**config.mk**
```make
export PLATFORM = sky130hd
export DESIGN_NAME = dmem_lsu
export DESIGN_NICKNAME = d
export VERILOG_FILES = /design/src/rtl/dmem_pkg.sv /design/src/rtl/lsu_load_merge.sv /design/src/rtl/dmem_lsu.sv
export SDC_FILE = /design/constraint.sdc
export NUM_CORES = 1
export LEC_CHECK = 0
export BUFFER_PORTS_ARGS = -buffer_cell sky130_fd_sc_hd__clkbuf_2
export CAP_MARGIN = 0
export CORE_MARGIN = 3
export CORE_UTILIZATION = 50
export CTS_CLUSTER_DIAMETER = 80
export DETAILED_ROUTE_END_ITERATION = 7
export PLACE_DENSITY = 0.74
export SLEW_MARGIN = 25
export SYNTH_ARGS = -nofsm -noshare
export SYNTH_HDL_FRONTEND = slang
export SYNTH_HIERARCHICAL = 1
export SYNTH_SLANG_ARGS = --single-unit
export TNS_END_PERCENT = 30
```
**constraint.sdc**
```tcl
create_clock -name clk -period 3.4 [get_ports clk]
set_input_delay 0.34 -clock clk [delete_from_list [all_inputs] [get_ports clk]]
set_output_delay 0.34 -clock clk [all_outputs]
set_load 0.02 [all_outputs]
```
**src/rtl/dmem_pkg.sv**
```systemverilog
// dmem_pkg: memop encodings, LSU state type and request classification helpers
package dmem_pkg;
    localparam logic [2:0] MEMOP_LB  = 3'b000;
    localparam logic [2:0] MEMOP_LH  = 3'b001;
    localparam logic [2:0] MEMOP_LW  = 3'b010;
    localparam logic [2:0] MEMOP_LBU = 3'b100;
    localparam logic [2:0] MEMOP_LHU = 3'b101;
    localparam logic [2:0] MEMOP_SB  = 3'b000;

    typedef enum logic [1:0] {IDLE, ACC, CAP, RESP} lsu_state_t;

    // Access size in bytes; 0 marks the illegal encoding 11
    function automatic logic [2:0] op_size(input logic [2:0] op);
        return op[1:0] == 2'b00 ? 3'd1 : op[1:0] == 2'b01 ? 3'd2 : op[1:0] == 2'b10 ? 3'd4 : 3'd0;
    endfunction

    function automatic logic misaligned(input logic [2:0] op, input logic [1:0] a);
        return (op_size(op) == 3'd2 && a == 2'b11) || (op_size(op) == 3'd4 && a != 2'b00);
    endfunction
endpackage

```
**src/rtl/lsu_load_merge.sv**
```systemverilog
// lsu_load_merge: assembles split-load bytes little-endian and extends the result to 32 bits
module lsu_load_merge
    import dmem_pkg::*;
(
    input  logic        clk,
    input  logic        rst,
    input  logic        clr,
    input  logic        cap,
    input  logic        split,
    input  logic [1:0]  beat,
    input  logic [2:0]  memop,
    input  logic [31:0] din,
    output logic [31:0] rdata
);
    logic [31:0] asm_q, asm_d;

    always_comb begin
        asm_d = asm_q;
        if (clr) asm_d = '0;
        else if (cap && split) asm_d[8*beat +: 8] = din[7:0];
        else if (cap) asm_d = din;
    end

    always_ff @(posedge clk or posedge rst) begin
        if (rst) asm_q <= '0;
        else asm_q <= asm_d;
    end

    // Aligned words pass through untouched; only split halfwords need extending
    assign rdata = (!split || op_size(memop) == 3'd4) ? asm_q :
                   memop[2] ? {16'h0, asm_q[15:0]} : {{16{asm_q[15]}}, asm_q[15:0]};
endmodule

```
**src/rtl/dmem_lsu.sv**
```systemverilog
// dmem_lsu: load/store initiator for the byte-enable data RAM controller,
// sequencing read latency, write hold and byte-beat splitting of misaligned accesses.
module dmem_lsu
    import dmem_pkg::*;
#(
    parameter bit SPLIT_EN = 1'b1,
    parameter int WR_HOLD  = 2
) (
    input  logic        clk,
    input  logic        rst,
    input  logic        req_valid,
    output logic        req_ready,
    input  logic        req_we,
    input  logic [2:0]  req_memop,
    input  logic [17:0] req_addr,
    input  logic [31:0] req_wdata,
    output logic        resp_valid,
    output logic [31:0] resp_rdata,
    output logic        resp_err,
    output logic [17:0] mem_addr,
    output logic [31:0] mem_datain,
    output logic [2:0]  mem_memop,
    output logic        mem_we,
    input  logic [31:0] mem_dataout
);
    lsu_state_t  state_q, state_d;
    logic [1:0]  beat_q, beat_d;
    logic [7:0]  hold_q, hold_d;
    logic        we_q, split_q, err_q;
    logic [2:0]  memop_q;
    logic [17:0] addr_q;
    logic [31:0] wdata_q;
    logic [17:0] mem_addr_q;
    logic [2:0]  mem_memop_q;
    logic [31:0] mem_datain_q;
    logic        accept, advance, last, req_mis, req_err;
    logic [31:0] merged;

    assign req_mis = misaligned(req_memop, req_addr[1:0]);
    assign req_err = op_size(req_memop) == 3'd0 || (req_mis && !SPLIT_EN);
    assign accept  = state_q == IDLE && req_valid;
    assign last    = !split_q || beat_q == 2'(op_size(memop_q) - 3'd1);

    always_comb begin
        state_d = state_q;
        beat_d  = beat_q;
        hold_d  = hold_q;
        advance = 1'b0;
        case (state_q)
            IDLE: if (req_valid) begin
                state_d = req_err ? RESP : ACC;
                beat_d  = '0;
                hold_d  = '0;
            end
            ACC: if (!we_q) state_d = CAP;
                else if (hold_q != 8'(WR_HOLD - 1)) hold_d = hold_q + 8'd1;
                else begin
                    hold_d  = '0;
                    state_d = last ? RESP : ACC;
                    advance = !last;
                end
            CAP: begin
                state_d = last ? RESP : ACC;
                advance = !last;
            end
            default: state_d = IDLE;
        endcase
        if (advance) beat_d = beat_q + 2'd1;
    end

    always_ff @(posedge clk or posedge rst) begin
        if (rst) begin
            state_q      <= IDLE;
            beat_q       <= '0;
            hold_q       <= '0;
            we_q         <= 1'b0;
            split_q      <= 1'b0;
            err_q        <= 1'b0;
            memop_q      <= '0;
            addr_q       <= '0;
            wdata_q      <= '0;
            mem_addr_q   <= '0;
            mem_memop_q  <= '0;
            mem_datain_q <= '0;
        end else begin
            state_q <= state_d;
            beat_q  <= beat_d;
            hold_q  <= hold_d;
            if (accept) begin
                we_q    <= req_we;
                memop_q <= req_memop;
                addr_q  <= req_addr;
                wdata_q <= req_wdata;
                split_q <= req_mis && SPLIT_EN;
                err_q   <= req_err;
            end
            // Errored requests never touch the memory port, so its outputs keep their old value
            if (accept && !req_err) begin
                mem_addr_q   <= req_addr;
                mem_memop_q  <= (req_mis && SPLIT_EN) ? (req_we ? MEMOP_SB : MEMOP_LBU) : req_memop;
                mem_datain_q <= req_wdata;
            end else if (advance) begin
                mem_addr_q   <= addr_q + 18'(beat_d);
                mem_datain_q <= wdata_q >> {beat_d, 3'b000};
            end
        end
    end

    lsu_load_merge u_merge (
        .clk   (clk),
        .rst   (rst),
        .clr   (accept),
        .cap   (state_q == CAP),
        .split (split_q),
        .beat  (beat_q),
        .memop (memop_q),
        .din   (mem_dataout),
        .rdata (merged)
    );

    assign req_ready  = state_q == IDLE && !rst;
    assign resp_valid = state_q == RESP;
    assign resp_err   = resp_valid && err_q;
    assign resp_rdata = (resp_valid && !err_q && !we_q) ? merged : '0;
    assign mem_we     = state_q == ACC && we_q;
    assign mem_addr   = mem_addr_q;
    assign mem_memop  = mem_memop_q;
    assign mem_datain = mem_datain_q;
endmodule

```
# After elaboration in Yosys (flattened, before gate mapping)

Cells that the tools add are included.

Word-level logic and storage cells: 101
Bits in registers: 153

Add/sub/neg operators: 5
Reductions and logical operators: 29
Eq/ne operators: 16
Shift operators: 3
Mux-type cells: 35

Operators with widths:

| kind                                                                     | number |
|---|---|
| 32-bit two-way mux                                                       | 8 |
| 18-bit two-way mux                                                       | 2 |
| 5-bit negator with 34-bit output                                         | 1 |
| 8-bit by 34-bit variable shift with 32-bit output (first input constant) | 1 |
| 8-bit by 34-bit indexed part select with 32-bit output                   | 1 |
| 32-bit bitwise mux                                                       | 1 |
| 32-bit by 5-bit >> shifter with 32-bit output                            | 1 |
| 3-bit two-way mux                                                        | 8 |
| 8-bit two-way mux                                                        | 3 |
| 18-bit by 2-bit adder with 18-bit output                                 | 1 |
| 2-bit two-way mux                                                        | 8 |
| 8-bit one-hot mux with 2 select lines                                    | 1 |
| 2-bit equality test (second input constant)                              | 5 |
| 1-bit logical AND                                                        | 10 |
| 8-bit by 1-bit adder with 8-bit output (second input constant)           | 1 |
| 8-bit by 1-bit != test with 1-bit output (second input constant)         | 1 |
| 2-bit by 1-bit equality test with 1-bit output (second input constant)   | 3 |
| 3-bit equality test (second input constant)                              | 2 |
| 1-bit logical NOT                                                        | 6 |
| 2-bit logical NOT                                                        | 3 |
| 2-bit one-hot mux with 3 select lines                                    | 1 |
| 2-bit nonzero test                                                       | 3 |
| 2-bit != test (second input constant)                                    | 2 |
| 3-bit by 2-bit equality test with 1-bit output (second input constant)   | 1 |
| other kinds (11)                                                         | 14 |

# Longest topological paths before layout

Gate-level depths: netlist of run 1.

Depth after elaboration: 15
Depth in mapped cells: 16

# Cells and area by module

Netlist of run 1, hierarchy kept.

By module, submodules not included:

| module         | seq. area each (µm²) | instances | area each (µm²) | cells an instance |
|---|---|---|---|---|
| dmem_lsu       | 3027.9               | 1         | 6434.9          | 787 |
| lsu_load_merge | 800.8                | 1         | 2122.0          | 221 |

# Least setup slack after synthesis of run 1

No wires, ideal clock.

Path type: register to register
From: register state_q[1]
To: register mem_addr_q[13] (netlist: mem_addr[13])
Arrival time: 3367 ps
Library setup time: 83 ps
Clock period less this slack: 3450 ps
Cell stages (with the launch flop): 17
Setup slack: -50 ps
Path buffers: 2
Cells stage by stage: dfrtp_1 -> inv_1 -> ha_1 -> and2_1 -> a31oi_1 -> or2_1 -> buf_6 -> buf_2 -> o21ai_0 -> a21o_1 -> ha_1 -> a21oi_1 -> nor4b_1 -> nand4_1 -> xnor2_1 -> nor2_1 -> o21ai_0

Longest elaborated chain between the ends: 6
Elaborated cells between the ends (all ways): 12

Ends and longest elaborated chain:

| element                                                                           | line            | RTL |
|---|---|---|
| from (decl)                                                                       | dmem_lsu.sv:26  | `lsu_state_t state_q, state_d;` |
| from (signal assigned)                                                            | dmem_lsu.sv:86  | `state_q <= state_d;` |
| 2-bit equality test, or another cell as far along                                 | dmem_lsu.sv:49  | `case (state_q)` |
| 1-bit one-hot mux with 2 select lines / 2-bit two-way mux (equally long branches) | dmem_lsu.sv:49  |  |
| 2-bit two-way mux *                                                               | dmem_lsu.sv:68  | `if (advance) beat_d = beat_q + 2'd1;` |
| named net beat_d[1]                                                               | dmem_lsu.sv:27  | `logic [1:0] beat_q, beat_d;` |
| 18-bit by 2-bit adder with 18-bit output *                                        | dmem_lsu.sv:103 | `mem_addr_q <= addr_q + 18'(beat_d);` |
| 18-bit two-way mux *                                                              | dmem_lsu.sv:102 | `end else if (advance) begin` |
| 18-bit two-way mux *                                                              | dmem_lsu.sv:98  | `if (accept && !req_err) begin` |
| to (signal assigned)                                                              | dmem_lsu.sv:99  | `mem_addr_q <= req_addr;` |
| to (signal assigned)                                                              | dmem_lsu.sv:103 |  |
| to (decl)                                                                         | dmem_lsu.sv:33  | `logic [17:0] mem_addr_q;` |

Mark *: on every way through the listed nets, which the timed path passes. The rest lies on a longest branch. The select of a mux whose other input is x is not followed.
A chain may end at the register's enable or synchronous reset.

# Worst setup path in the final report of run 1

From: register hold_q[1]
To: register mem_addr_q[10] (netlist: mem_addr[10])

Longest elaborated chain between the ends: 8
Elaborated cells between the ends (all ways): 9

Ends and longest elaborated chain:

| element                                    | line            | RTL |
|---|---|---|
| from (decl)                                | dmem_lsu.sv:28  | `logic [7:0] hold_q, hold_d;` |
| from (signal assigned)                     | dmem_lsu.sv:88  | `hold_q <= hold_d;` |
| 8-bit by 1-bit != test with 1-bit output * | dmem_lsu.sv:56  | `else if (hold_q != 8'(WR_HOLD - 1)) hold_d = hold_q + 8'd1;` |
| 1-bit two-way mux *                        | dmem_lsu.sv:56  |  |
| 1-bit two-way mux *                        | dmem_lsu.sv:55  | `ACC: if (!we_q) state_d = CAP;` |
| 1-bit one-hot mux with 2 select lines *    | dmem_lsu.sv:49  |  |
| 2-bit two-way mux                          | dmem_lsu.sv:68  |  |
| 18-bit by 2-bit adder with 18-bit output   | dmem_lsu.sv:103 |  |
| 18-bit two-way mux                         | dmem_lsu.sv:102 |  |
| 18-bit two-way mux                         | dmem_lsu.sv:98  |  |

Every way passes the cells marked *; elsewhere a longest branch is shown, timed or not. The select of a mux whose other input is x is not followed.

==> results of run 1 <==
-- timing repair --
item | 4_1_cts | 5_1_grt
hold endpoints to repair | 0 | 0
setup endpoints to repair | 0 | 14
resized for setup | 0 | 8
-- per-layer routing --
metal	up-vias	GRT usage	wire length, um	part of all wire
met5	-	0	0	0
met4	0	0.0915	609	0.026
met3	48	0.0559	1930	0.082
met2	336	0.407	11100	0.47
met1	3799	0.342	9950	0.42
li1	3772	-	-	-
-- cells by family after synthesis --
kind of cell    Yosys count  synth area share
fa+ha+maj                14            0.0213
xor+xnor                 17            0.0174
buf+inv                 101            0.0583
mux                      15            0.0181
flops                   153             0.447
compound gates          239             0.181
simple gates            469             0.256
-- cells in the mapped netlist (all sizes together) (2+ instances only) --
| cell | instances |
|---|---|
| nor2b | 4 |
| o21ai | 53 |
| buf | 44 |
| a21oi | 48 |
| or2 | 3 |
| a21o | 22 |
| xnor2 | 9 |
| nand3 | 25 |
| nor4b | 2 |
| o22a | 24 |
| clkbuf | 38 |
| o41ai | 5 |
| mux2i | 11 |
| nand3b | 2 |
| nor3 | 39 |
| dfrtp | 153 |
| and2 | 35 |
| nor4 | 5 |
| o221ai | 6 |
| o22ai | 20 |
| ha | 13 |
| nand2b | 31 |
| a31oi | 34 |
| mux2 | 4 |
| and4 | 2 |
| or3b | 2 |
| or3 | 3 |
| o211ai | 7 |
| o31ai | 2 |
| a22o | 10 |
| xor2 | 8 |
| nor2 | 66 |
| nand2 | 229 |
| and3 | 9 |
| inv | 19 |
| nand4 | 7 |
-- report_power, final --
group | switching (W) | internal (W)
clock network | 0.000776 | 0.00138
logic | 0.00267 | 0.00178
registers | 0.000689 | 0.00268
total | 0.00413 | 0.00584
-- final timing paths --
check | endpoint | slack, ns | depth (start not counted)
worst max-delay path | mem_addr[10]$_DFFE_PP0P_ | 0.18 | 15
worst min-delay path | mem_memop[0]$_DFFE_PP0P_ | 0.04 | 2
worst max register to register | mem_addr[10]$_DFFE_PP0P_ | 0.18 | 15
worst min register to register | wdata_q[7]$_DFFE_PP0P_ | 0.48 | 2
max in group asynchronous | wdata_q[14]$_DFFE_PP0P_ | 2.49 | 3
min in group clk | addr_q[5]$_DFFE_PP0P_ | 0.11 | 3
-- flip-flops by register name (all words and copies together) (netlist names) --
name,count
wdata_q,32
mem_datain,32
split_q,1
we_q,1
hold_q,8
memop_q,3
mem_memop,3
state_q,2
beat_q,2
err_q,1
mem_addr,18
u_merge/asm_q,32
addr_q,18
-- cell type report --
cell class	instances	share of cell area
clock buffers	21	0.0467
clock inverters	11	0.0183
inverters	19	0.00729
multi-input cells	754	0.416
flip-flops and latches	153	0.372
well taps	220	0.0267
repair buffers	211	0.113
-- through the flow --
step | total power (W) | setup TNS [ns]
final | 0.00998 | 0
after global routing | 0.0107 | -0.0277
after CTS | 0.00996 | 0
after detailed placement | 0.00778 | 0
after global placement | 0.00769 | 0
after floorplan | 0.00656 | -0.124
-- worst max-delay path: cells and delay by family, from the launching register on --
family	cells	cell delay (ns)
XOR/XNOR	1	0.17
buffers and inverters	2	0.24
AO/OA/AOI/OAI	4	0.60
adder cells (fa/ha/maj)	3	0.73
AND/OR/NAND/NOR	5	0.99
flip-flops	1	0.38
==> impl_metrics.ini, run 1 <==
[place]
dpl_worst_slack_ns = 0.0730
dpl_cell_area_sq_mm = 0.00960
port_buffers = 177
globalplace.congestion = 0.862
place_hpwl_um = 16000
placed_cells = 1357

[layout]
fin_area_sq_mm = 0.0103
final_common_cell = nand2_1
multi_input_area_sq_mm = 0.00428
fillers = 1452
syn2layout_area_growth_pct = 20.3
layout.nets = 1259
diodes = 0
stdcell_count = 1389
drive_above_1_share = 0.231
final_util = 0.619
most-common-layout-cells = 228 x nand2_1, 177 x clkbuf_2, 153 x dfrtp_1, 65 x nor2_1, 50 x o21ai_0
layout.area.seq_sq_mm = 0.00383

[detailed_routing]
dr.pass1.iters = 6
post-route-drc-count = 0
wl_per_cell_um = 17.0
ant_nets = 0
vias = 7955
viasPerCell = 5.73
routed_wl_um = 23600
drt_iter0_drc = 627

[logic_synthesis]
synth_edf_count = 0
syn_nets = 1111
syn_inst = 1008
synth_top_area_cell = dfrtp_1
synth_area_leaders = dfrtp_1 45%, nand2_1 10%, o21ai_0 3.0%
synth_top_flop_cell = dfrtp_1
ys_ff_latch = 153
yosysSeqAreaShare = 0.447
ys_warn_count = 6
syn-cell-area_sq_mm = 0.00856
postSynthAreaPerCell_sq_um = 8.49
synthArstFlopShare = 1.00
synth_cell_types = 60
synth_largest_type_area_fraction = 0.447

[cts]
cts_root_buffer = clkbuf_16
cts_tree = yes
post_cts_buffers = 0
cts_buffer_depth = 2
ctsHtreeMaxLevel = 4
clkLatencyLatePin_ns = 0.43
numCtsBuffers = 17
cts_sinks = 153
clk_pin_slew_worst_paths_ns = 0.06
holdBufCountCts = 0

[timing]
slew_violations = 0
maxSlewHeadroom = 0.485
finClkSkew_ns = 0.0115
fin_hold_ws_ns = 0.0434
setup_ws_ns = 0.182
finalSetupViolations = 0
grt_setup_unrepaired = true
finalCritPeriodShare = 0.946
tightestPinTransition_ns = 0.771
finalHoldViolCount = 0
finalCriticalPeriod_ns = 3.22
fmaxAchievable_ghz = 0.311

[setup_path]
path_max_fanout = 4
required_ns = 3.71
reg2reg_from = hold_q[1]$_DFFE_PP0P_
crit_path_cell_trace = inv_1, ha_1, nor4b_4, a31oi_2, buf_4, o211a_1, or2_1, ha_1, fa_2, and4_4, nand4_1, xor2_1, nor2_1, a21oi_1, o21ai_0
crit_top_cell = ha_1
cpPeakStageDelay_ns = 0.38
startpoint = hold_q[1]$_DFFE_PP0P_
cp_slowest_cell = dfrtp_1
arrival_ns = 3.53
cp-start-kind = register
end_kind = register
crit_type = register to register

[global_route]
antenna_found_initial = 0
gr-total-overflow = 0
grt_pass1_wl_um = 38300
first_global_vias = 7696
grt_max_degree = 88
grt_use_total = 0.254

[run]
maxCapViolCount = 0

[die]
die-area_sq_mm = 0.0187
die_y_um = 137
die_x_um = 137
initial_utilization = 0.514
fp.coreArea_sq_mm = 0.0166
rows = 47
ios = 178

[run_status]
status = completed

[power_and_ir_drop]
vdd_ir_drop_max_uv = 547
leakage_nw = 5.03
cellPowerDensity_mw_per_mm2 = 969

[worst_hold_path]
hold_class = input pin to asynchronous set/reset pin
(Power assumes the default switching activity.)
==> run 2: changes to the inputs <==
==> constraint.sdc (replaced) <==
create_clock -name clk -period 3.4 [get_ports clk]
set_input_delay 0.68 -clock clk [delete_from_list [all_inputs] [get_ports clk]]
set_output_delay 0.68 -clock clk [all_outputs]
set_load 0.02 [all_outputs]
==> run 2 against run 1 <==
Clock power down 20%; core utilization down 0.91 points; non-clock buffer count down 1; sequential power about the same; hold slack better by 0.21 ns; largest power group unchanged; cell count down 0.43%; register-to-register slack better by 0.03 ns.
==> impl_metrics.ini, run 2 (same netlist as run 1, synthesis figures left out) <==
[power_and_ir_drop]
fin_total_pwr_w = 0.00955
leakage_nw = 4.96
cellPowerDensity_mw_per_mm2 = 942
vdd_ir_drop_max_uv = 528

[timing]
finalCritPeriodShare = 0.937
finalCriticalPeriod_ns = 3.19
maxSlewHeadroom = 0.470
finClkSkew_ns = 0.00814
finalSetupTns_ns = 0
fmaxAchievable_ghz = 0.314
grt_setup_unrepaired = true
tightestPinTransition_ns = 0.787
finalHoldViolCount = 0
slew_violations = 0
finalSetupViolations = 0

[global_route]
first_global_vias = 7647
antenna_found_initial = 0
grt_use_total = 0.255
grt_pass1_wl_um = 38400
gr-total-overflow = 0
grt_max_degree = 72

[die]
rows = 47
fp.coreArea_sq_mm = 0.0166
die-area_sq_mm = 0.0187
initial_utilization = 0.514
ios = 178
die_x_um = 137
die_y_um = 137

[cts]
cts_sinks = 153
holdBufCountCts = 0
cts_root_buffer = clkbuf_16
clkLatencyLatePin_ns = 0.42
ctsHtreeMaxLevel = 4
numCtsBuffers = 17
cts_tree = yes
clk_pin_slew_worst_paths_ns = 0.06
cts_buffer_depth = 2

[detailed_routing]
viasPerCell = 5.69
ant_nets = 0
post-route-drc-count = 0
dr.pass1.iters = 5
routed_wl_um = 23700
drt_iter0_drc = 702
vias = 7873
wl_per_cell_um = 17.1

[place]
place_hpwl_um = 16100
port_buffers = 177
globalplace.congestion = 0.862

[layout]
fillers = 1531
diodes = 0
most-common-layout-cells = 228 x nand2_1, 177 x clkbuf_2, 153 x dfrtp_1, 65 x nor2_1, 49 x o21ai_0
final_common_cell = nand2_1
syn2layout_area_growth_pct = 18.6
drive_above_1_share = 0.225
layout.nets = 1258

[setup_path]
end_kind = register
rr_worst_depth = 14
required_ns = 3.73
worstReg2RegEnd = mem_addr[17]$_DFFE_PP0P_
r2r_setup_slack_ns = 0.21
crit_type = register to register
reg2reg_from = hold_q[2]$_DFFE_PP0P_
arrival_ns = 3.52
path_max_fanout = 5
cp-start-kind = register

[run]
maxCapViolCount = 0

[worst_hold_path]
hold_class = input pin to asynchronous set/reset pin

[run_status]
status = completed
-- run 2: how the worst max path moves through the flow --
stage,start,endpoint,slack (ns),cells past startpoint
2_1_floorplan,state_q[1]$_DFFE_PP0P_,mem_addr[13]$_DFFE_PP0P_,-0.05,16
3_3_place_gp,hold_q[1]$_DFFE_PP0P_,mem_addr[10]$_DFFE_PP0P_,0.18,15
3_5_place_dp,hold_q[1]$_DFFE_PP0P_,mem_addr[10]$_DFFE_PP0P_,0.08,15
4_1_cts,hold_q[1]$_DFFE_PP0P_,mem_addr[10]$_DFFE_PP0P_,0.05,15
5_1_grt,hold_q[1]$_DFFE_PP0P_,mem_addr[10]$_DFFE_PP0P_,-0.01,14
6_report,hold_q[2]$_DFFE_PP0P_,mem_addr[17]$_DFFE_PP0P_,0.21,14
-- run 2: what timing repair did --
action                                  4_1_cts  5_1_grt
gates resized for setup                       0        9
endpoints found under the setup margin        0       12
setup buffers                                 0        1
-- run 2: cell type report --
type	count	area (sq um)	share of cell area
multi-input cells	754	4290	0.423
flip-flops and latches	153	3830	0.377
repair buffers	210	1160	0.114
clock buffers	22	464	0.0458
well taps	220	275	0.0271
inverters	19	75.1	0.00740
clock inverters	5	50.0	0.00493
-- run 2: critical path: stages (launching register included) --
cell and delay (ns):
dfrtp_1 0.41, nor3_1 0.43, a31oi_4 0.19, or2_2 0.33, nand2_1 0.09, o21ai_0 0.09
a21o_1 0.22, ha_1 0.28, a21oi_1 0.10, nor4b_2 0.28, buf_4 0.17, nand3_1 0.10
xnor2_1 0.17, nor2_1 0.06, o21ai_0 0.20
-- run 2: metrics by stage --
stage	setup WS, ns	util	instance area [sq um]	hold slack, ns	instances
after global routing	-0.0121	0.610	10100	0.263	1383
after CTS	0.0466	0.607	10100	0.250	1382
after global placement	0.178	0.576	9580	0.459	1355
after floorplan	-0.0496	-	8560	0.446	1008
final	0.215	0.610	10100	0.249	1383
after detailed placement	0.0763	0.576	9580	0.463	1355
-- run 2: metal layers --
metal	wire length [um]	part of all wire	track usage
met3	1700	0.072	0.0482
met1	10400	0.44	0.345
met5	0	0	0
met2	11100	0.47	0.408
met4	491	0.021	0.0953
-- run 2: power by group --
group / internal [W] / switching (W) / total [W]
combinational: 0.00177 / 0.00267 / 0.00444
clock: 0.00102 / 0.000707 / 0.00173
sequential: 0.00269 / 0.000702 / 0.00339
==> run 3: changes to the inputs <==
- BUFFER_PORTS_ARGS: -buffer_cell sky130_fd_sc_hd__clkbuf_2 -> unset
- CELL_PAD_IN_SITES_DETAIL_PLACEMENT: unset -> 0
- CELL_PAD_IN_SITES_GLOBAL_PLACEMENT: unset -> 1
- CORE_UTILIZATION: 50 -> 43
- DONT_BUFFER_PORTS: unset -> 1
- PLACE_DENSITY: 0.74 -> 0.73
==> run 3 against run 2 <==
Combinational power is 19% lower; clock power is 16% higher; hold slack lost 0.089 ns; die area rose by 16%; fmax decreased by 2.1%; core utilization down 12 points; routed wire length is 2.4% higher; critical path type unchanged; critical endpoint is now mem_addr[13]$_DFFE_PP0P_; largest cell class unchanged; largest power group is now registers.
==> impl_metrics.ini, run 3 (same netlist as run 1, synthesis figures left out) <==
[global_route]
grt_max_degree = 63
gr-total-overflow = 0
grt_pass1_wl_um = 39600
first_global_vias = 7081
grt_use_total = 0.225
antenna_found_initial = 0

[timing]
finalSetupTns_ns = 0
finalHoldViolCount = 0
fin_hold_ws_ns = 0.160
slew_violations = 0
tightestPinTransition_ns = 0.764
finClkSkew_ns = 0.00886
fmaxAchievable_ghz = 0.307
finalSetupViolations = 0
setup_ws_ns = 0.146
finalCriticalPeriod_ns = 3.25
finalCritPeriodShare = 0.957
maxSlewHeadroom = 0.488

[power_and_ir_drop]
fin_total_pwr_w = 0.00942
leakage_nw = 4.24
cellPowerDensity_mw_per_mm2 = 1000
vdd_ir_drop_max_uv = 375

[die]
die_x_um = 147
die-area_sq_mm = 0.0216
ios = 178
rows = 50
fp.coreArea_sq_mm = 0.0191
initial_utilization = 0.447
die_y_um = 147

[place]
placed_cells = 1219
port_buffers = 0
globalplace.congestion = 0.789
place_hpwl_um = 16400
dpl_worst_slack_ns = 0.111

[cts]
ctsHtreeMaxLevel = 4
holdBufCountCts = 0
clkLatencyLatePin_ns = 0.41
clk_pin_slew_worst_paths_ns = 0.06
numCtsBuffers = 17
cts_sinks = 153
cts_tree = yes
cts_root_buffer = clkbuf_16
cts_buffer_depth = 2

[layout]
diodes = 0
most-common-layout-cells = 227 x nand2_1, 153 x dfrtp_1, 64 x nor2_1, 48 x o21ai_0, 45 x a21oi_1
layout.nets = 1084
stdcell_count = 1254
syn2layout_area_growth_pct = 9.94
fillers = 1924
final_common_cell = nand2_1
drive_above_1_share = 0.0936

[detailed_routing]
viasPerCell = 5.63
dr.pass1.iters = 4
wl_per_cell_um = 19.3
routed_wl_um = 24200
post-route-drc-count = 0
drt_iter0_drc = 374
vias = 7062
ant_nets = 0

[run_status]
status = completed

[worst_hold_path]
hold_class = input pin to asynchronous set/reset pin

[setup_path]
cp-start-kind = register
required_ns = 3.73
startpoint = hold_q[1]$_DFFE_PP0P_
arrival_ns = 3.59
end_kind = register
reg2reg_from = hold_q[1]$_DFFE_PP0P_
crit_type = register to register
path_max_fanout = 5

[run]
maxCapViolCount = 0
run 3: cell type report:
cell class,count,area (sq um),share of cell area
Clock inverter,11,170,0.0181
Sequential cell,153,3830,0.407
Tap cell,260,325,0.0346
Multi-Input combinational cell,754,4280,0.454
Clock buffer,21,450,0.0479
Inverter,19,75.1,0.00798
Timing Repair Buffer,36,283,0.0301
run 3: path summary, 6_finish.rpt:
path | to | slack, ns | depth (start not counted)
max in group asynchronous | mem_addr[2]$_DFFE_PP0P_ | 2.35 | 2
worst min register to register | wdata_q[7]$_DFFE_PP0P_ | 0.48 | 2
worst max register to register | mem_addr[13]$_DFFE_PP0P_ | 0.15 | 17
min in group clk | addr_q[3]$_DFFE_PP0P_ | 0.37 | 2
worst min-delay path | hold_q[7]$_DFFE_PP0P_ | 0.16 | 1
worst max-delay path | mem_addr[13]$_DFFE_PP0P_ | 0.15 | 17
run 3: metal layers:
metal	vias up	global-route usage	routed length, um
met2	171	0.365	11500
met3	19	0.0669	1660
li1	3423	-	-
met1	3449	0.299	10700
met4	0	0.0545	379
met5	-	0	0
run 3: power breakdown:
group	total, W	internal (W)	leakage (nW)	switching [W]
Sequential	0.00382	0.00268	1.88	0.00114
Clock	0.00201	0.00125	0.294	0.000758
Combinational	0.00359	0.00151	2.07	0.00208
Total	0.00942	0.00544	4.24	0.00398
run 3: what timing repair did:
action | 4_1_cts | 5_1_grt
endpoints found under the hold margin | 0 | 0
resized for setup | 0 | 10
buffers inserted | 0 | 3
setup endpoints to repair | 0 | 11
run 3: critical path, cell delays in order, from the launching register on:
cell	delay [ns]
dfrtp_1	0.40
inv_1	0.06
ha_1	0.14
nor4b_4	0.22
a31oi_1	0.13
buf_4	0.18
or2_2	0.31
nand2_1	0.10
o21ai_0	0.09
a21o_1	0.21
ha_1	0.28
a21oi_1	0.11
nor4b_2	0.31
buf_4	0.18
nand4_1	0.11
xnor2_1	0.17
nor2_1	0.05
o21ai_1	0.14
run 3: through the flow:
step	instance area (sq um)	utilization
after CTS	9360	0.489
after detailed placement	8740	0.457
after global routing	9410	0.491
final	9410	0.491
after global placement	8740	0.457
after floorplan	8560	-
